==> src/rtl/copro_issue_ctrl.sv <==
// Issue controller for multi-cycle coprocessor opcodes: latches operands, starts one unit,
// stalls decode until done or timeout, then produces a single-cycle register writeback.
module copro_issue_ctrl #(
    parameter int         XLEN      = 32,
    parameter int         NUM_UNITS = 2,
    parameter logic [6:0] OP_BASE   = 7'b0000000,
    parameter int         TIMEOUT   = 255
) (
    input  logic                      clk,
    input  logic                      reset_n,
    input  logic                      instr_valid,
    input  logic [6:0]                op,
    input  logic [4:0]                rd,
    input  logic [XLEN-1:0]           srca,
    input  logic [XLEN-1:0]           srcb,
    input  logic                      flush,
    output logic                      is_copro,
    output logic                      stall,
    output logic [NUM_UNITS-1:0]      cp_start,
    output logic [XLEN-1:0]           cp_a,
    output logic [XLEN-1:0]           cp_b,
    input  logic [NUM_UNITS-1:0]      cp_done,
    input  logic [NUM_UNITS*XLEN-1:0] cp_result,
    output logic                      wb_en,
    output logic [4:0]                wb_rd,
    output logic [XLEN-1:0]           wb_data,
    output logic                      cp_timeout
);

    localparam int UW = (NUM_UNITS > 1) ? $clog2(NUM_UNITS) : 1;
    localparam int TW = $clog2(TIMEOUT + 1);

    typedef enum logic [1:0] {IDLE, START, WAIT, WB} state_t;

    state_t          state;
    logic [UW-1:0]   unit;
    logic [TW-1:0]   timer;
    logic [7:0]      op_off;
    logic            issue;

    // Ops below OP_BASE wrap to a large offset, so one unsigned compare covers both bounds.
    assign op_off   = {1'b0, op} - {1'b0, OP_BASE};
    assign is_copro = (op_off < 8'(NUM_UNITS));
    assign issue    = instr_valid & is_copro & ~flush;

    assign stall = reset_n & (((state == IDLE) & issue) | (state == START) | (state == WAIT));

    always_ff @(posedge clk or negedge reset_n) begin
        if (!reset_n) begin
            state      <= IDLE;
            unit       <= '0;
            timer      <= '0;
            cp_start   <= '0;
            cp_a       <= '0;
            cp_b       <= '0;
            wb_en      <= 1'b0;
            wb_rd      <= '0;
            wb_data    <= '0;
            cp_timeout <= 1'b0;
        end else begin
            cp_start <= '0;
            wb_en    <= 1'b0;
            case (state)
                IDLE: begin
                    if (issue) begin
                        unit     <= op_off[UW-1:0];
                        wb_rd    <= rd;
                        cp_a     <= srca;
                        cp_b     <= srcb;
                        cp_start <= NUM_UNITS'(1) << op_off[UW-1:0];
                        state    <= START;
                    end
                end
                START: begin
                    timer <= '0;
                    state <= WAIT;
                end
                WAIT: begin
                    timer <= timer + TW'(1);
                    // done wins over a timeout landing in the same cycle
                    if (cp_done[unit]) begin
                        wb_data <= cp_result[int'(unit)*XLEN +: XLEN];
                        wb_en   <= (wb_rd != 5'd0);
                        state   <= WB;
                    end else if (timer == TW'(TIMEOUT - 1)) begin
                        cp_timeout <= 1'b1;
                        wb_data    <= '0;
                        wb_en      <= (wb_rd != 5'd0);
                        state      <= WB;
                    end
                end
                WB:      state <= IDLE;
                default: state <= IDLE;
            endcase
        end
    end

endmodule

==> config.mk <==
export PLATFORM = sky130hd
export DESIGN_NAME = copro_issue_ctrl
export DESIGN_NICKNAME = d
export VERILOG_FILES = /design/src/rtl/copro_issue_ctrl.sv
export SDC_FILE = /design/constraint.sdc
export NUM_CORES = 1
export LEC_CHECK = 0
export ABC_AREA = 1
export CELL_PAD_IN_SITES_DETAIL_PLACEMENT = 0
export CELL_PAD_IN_SITES_GLOBAL_PLACEMENT = 1
export CORE_UTILIZATION = 31
export CTS_CLUSTER_DIAMETER = 100
export DETAILED_ROUTE_END_ITERATION = 6
export PLACE_DENSITY = 0.87
export SYNTH_ARGS = -nofsm -noshare
export SYNTH_HDL_FRONTEND = slang
export SYNTH_SLANG_ARGS = --single-unit
==> constraint.sdc <==
create_clock -name clk -period 3.7 [get_ports clk]
set_input_delay 0.74 -clock clk [delete_from_list [all_inputs] [get_ports clk]]
set_output_delay 0.74 -clock clk [all_outputs]
set_load 0.05 [all_outputs]
# [After elaboration in Yosys (flattened, before gate mapping)]
# Cells that the tools add are included.
[word_totals] out_inout_bits=107 register_bits=116 elab_cells=51
[classes] n_shift=2 n_reduce_logical=8 bitwise=8 add_sub_neg=1 n_mux=14 eq_ne=6 n_lt_le_gt_ge=2
[op_table] cell="$mux W32" n=2
[op_table] cell="$shiftx A64 B7 Y32" n=1
[op_table] cell="$pmux W8 S2" n=1
[op_table] cell="$mux W2" n=5
[op_table] cell="$add A8 B1 Y8 const B" n=1
[op_table] cell="$eq A8 B8 Y1 const B" n=1
[op_table] cell="$pmux W2 S4" n=1
[op_table] cell="$lt A7 B2 Y1 const B" n=1
[op_table] cell="$reduce_and A2 Y1" n=3
[op_table] cell="$mux W1" n=5
[op_table] cell="$reduce_bool A5 Y1" n=1
[op_table] cell="$and A1 B1 Y1" n=4
[op_table] cell="$eq A2 B2 Y1 const B" n=2
[op_table] cell="$reduce_bool A2 Y1" n=2
[op_table] cell="$ne A3 B1 Y1 const B" n=1
[op_table] cell="$reduce_and A3 Y1" n=1
[op_table] cell="$eq A2 B1 Y1 const B" n=1
[op_table] cell="$logic_not A2 Y1" n=1
[op_table] cell="$lt A1 B2 Y1 const B" n=1
[op_table] cell="$ne A2 B2 Y1 const B" n=1
[op_table] cell="$not A1 Y1" n=2
[op_table] cell="$or A1 B1 Y1" n=2
[op_table] cell="$shl A1 B1 Y2 const A" n=1

# [Logic depth before layout (Yosys ltp)]
[logic_depth] depth_word=7 ltp_mapped=10

# [Worst setup path before layout]
# No wires, ideal clock.
[synth_timing] path_kind="input to output" startpoint="in op[1]" endpoint="out stall" t_arrival_ns=2.208 setup_slack_ns=0.752 path_stages=7 path_cell_list="nor2_1 inv_2 nor2_4 nand3_4 buf_6 buf_6 a21boi_2"
[synth_via] elab_chain_cells=7
[synth_lines] element="start, declared" line="12" rtl="input logic [6:0] op,"
[synth_lines] element="$lt A7 B2 Y1" line="43" rtl="assign is_copro = (op_off < 8'(NUM_UNITS));"
[synth_lines] element="named net is_copro" line="17" rtl="output logic is_copro,"
[synth_lines] element="$and A1 B1 Y1 (2 in series)" line="44" rtl="assign issue = instr_valid & is_copro & ~flush;"
[synth_lines] element="$and A1 B1 Y1" line="46" rtl="assign stall = reset_n & (((state == IDLE) & issue) | (state == START) | (state == WAIT));"
[synth_lines] element="$or A1 B1 Y1 (2 in series)" line="46"
[synth_lines] element="$and A1 B1 Y1" line="46"
[synth_lines] element="end, declared" line="18" rtl="output logic stall,"
# The timed path passes the listed nets, and every way through them passes these cells.

# [Worst setup path after layout]
[layout_timing] startpoint="in op[5]" endpoint="out is_copro"
[layout_via] elab_chain_cells=1
[layout_lines] element="$lt A7 B2 Y1" line="43"
[layout_lines] element="end, declared" line="17"
# Every way passes these cells.

==> impl_metrics.toml <==
[status]
status = "completed"

[sta]
fmax_mhz = 309
layout_min_cycle_time_ns = 3.24
relSlewSlack = 0.460
rsz0062_at_grt = "no"
hold_viol = 0
fin_setup_tns_ns = 0
min_period_over_period = 0.874
setup_viol = 0
fin_worst_skew_ns = 0.00731
worst_pin_slew_ns = 0.809
maxSlewViolCount = 0

[synthesis]
syn_inst = 576
synth_warnings = 0
syn_avg_cell_area_um2 = 9.08
ys_seq_elements = 116
syn-num-nets = 728
yosys.cell_types.count = 27
netlist_area_um2 = 5230
ys_seq_area_frac = 0.555

[cts]
clock_path_buffers = 2
htree_levels = 4
cts.clk_slew.worst_paths_ns = 0.05
clock_latency_ns = 0.40
cts_hold_buf = 0
cts_tree = "yes"
cts-root-buf = "clkbuf_16"
cts_resized = 0
cts.sinks = 116
cts_setup_buffers = 0
cts_buffers = 17

[routing]
drc = 0
first_iter_violations = 184
vias = 4511
firstDrtPassIters = 4
drt-total-wl_um = 14100
wl_per_cell_um = 13.4
vias_per_cell = 4.28
ant_nets = 0

[global_route]
grt_overflow_total = 0
grt_pass1_wl_um = 23000
first_global_vias = 4411
grtUsageTotal = 0.169
grt_max_degree = 141
antenna_found_initial = 0

[floorplanning]
dieArea_um2 = 17400
die_w_um = 132
rows = 47
chipHeight_um = 132
core_area_um2 = 16500
floorplan.initialDensity = 0.316
ios = 253

[job]
drv_cap = 0

[finish]
multiInputGateArea_um2 = 1800
final_common_cell = "clkdlybuf4s50_1"
drive_gt1_frac = 0.115
num_antenna_cells = 0
regArea_um2 = 2900
layout-area-overhead-vs-synth_pct = 61.2
final_cell_mix = "clkdlybuf4s50_1, nand2_1, dfrtp_1"
utilization = 0.510
fin_nets = 975
fillCellCount = 1527

[pwr]
power_leakage_nw = 4.01
p_per_area_nw_per_um2 = 630
vdd.ir_drop.worst_uv = 354

[setup_path]
crit_type = "primary input to primary output"
end_kind = "primary output"
rr_worst_depth = 6
required_ns = 2.96
r2r_slack_ns = 1.69
cp-endpoint = "is_copro"
arrival_ns = 2.50
startpoint = "op[5]"
worstSetupStartpointType = "primary input"
r2r-start = "unit$_DFFE_PN0P_"
crit_fanout = 3
regToRegEndpoint = "wb_data[14]$_DFFE_PN0P_"

[placed_design]
place_hpwl_um = 10100
port_buffers = 252
gp_congestion = 0.741

[min_path]
hold_class = "flip-flop to flip-flop"
worstHoldStart = "wb_data[4]$_DFFE_PN0P_"
hold_depth = 2
==> cell usage after synthesis <==
cell type	count	area, um^2
buf_2	1	5.00
o21ai_0	2	10.0
a21boi_0	1	7.51
o21ai_1	49	245
inv_2	2	7.51
a21oi_1	4	20.0
a21boi_2	1	11.3
o21ai_2	20	175
or2_2	33	206
nor3_1	3	15.0
nand3_1	7	35.0
nand2_1	161	604
ha_1	6	75.1
o21bai_1	1	7.51
and2_4	1	8.76
dfrtp_1	116	2900
nor2_1	17	63.8
buf_6	10	113
inv_1	83	312
nor2_4	2	22.5
nand2_2	1	6.26
o211ai_1	32	240
nand3_4	1	17.5
nand4_1	3	18.8
clkbuf_1	12	45.0
buf_4	6	45.0
a21oi_2	1	8.76
==> final cells by class <==
class	instances	area share
sequential	116	0.344
multi-input combinational	346	0.213
inverter	85	0.0379
tap	220	0.0327
clock inverter	5	0.00594
clock buffer	24	0.0595
timing repair buffer	257	0.306
==> registers in the layout (all words and copies together) (netlist names) <==
name	cells
cp_b	32
wb_rd	5
wb_data	32
cp_start	2
unit	1
cp_a	32
state	2
cp_timeout	1
wb_en	1
timer	8
==> metrics by stage <==
stage | power, mW | cell area, um^2 | std cells | hold WS [ns] | setup slack, ns
after CTS | 5.37 | 8430 | 1053 | 0.480 | 0.447
after global placement | 3.79 | 7880 | 1024 | 0.462 | 0.478
after detailed placement | 3.81 | 7880 | 1024 | 0.465 | 0.452
after global routing | 5.59 | 8430 | 1053 | 0.488 | 0.378
final | 5.31 | 8430 | 1053 | 0.475 | 0.465
after floorplan | 3.01 | 5230 | 576 | 0.444 | 0.752
==> critical path, cell delays in order <==
cell,delay [ns]
clkdlybuf4s50_1,0.42
nor2_1,0.16
nand2_1,0.11
nor2_4,0.20
clkdlybuf4s50_1,0.86
==> cell families (layout without fill, tap and decap cells) <==
kind of cell / after synthesis / count (layout) / synth area share
AO/OA/AOI/OAI: 111 / 111 / 0.139
adder cells (fa/ha/maj): 6 / 6 / 0.0144
buffers and inverters: 114 / 371 / 0.101
flip-flops: 116 / 116 / 0.555
AND/OR/NAND/NOR: 229 / 229 / 0.191
==> power by group <==
part | total, mW | switching (mW) | internal [mW]
clock | 1.54 | 0.539 | 0.996
sequential | 1.66 | 0.136 | 1.52
combinational | 2.11 | 1.36 | 0.750
==> metal layers <==
| layer | vias up | global-route usage | share of wire |
|---|---|---|---|
| met5 | - | 0 | 0 |
| met1 | 2029 | 0.212 | 0.44 |
| met3 | 18 | 0.0515 | 0.073 |
| li1 | 2292 | - | - |
| met2 | 172 | 0.270 | 0.47 |
| met4 | 0 | 0.0704 | 0.021 |
==> worst min-delay path by stage <==
stage / to
CTS: wb_data[24]$_DFFE_PN0P_
floorplan: cp_a[0]$_DFFE_PN0P_
finish: wb_data[4]$_DFFE_PN0P_
global placement: wb_data[25]$_DFFE_PN0P_
detailed placement: wb_data[24]$_DFFE_PN0P_
global route: wb_data[21]$_DFFE_PN0P_
Power figures use the tool's default switching activity.
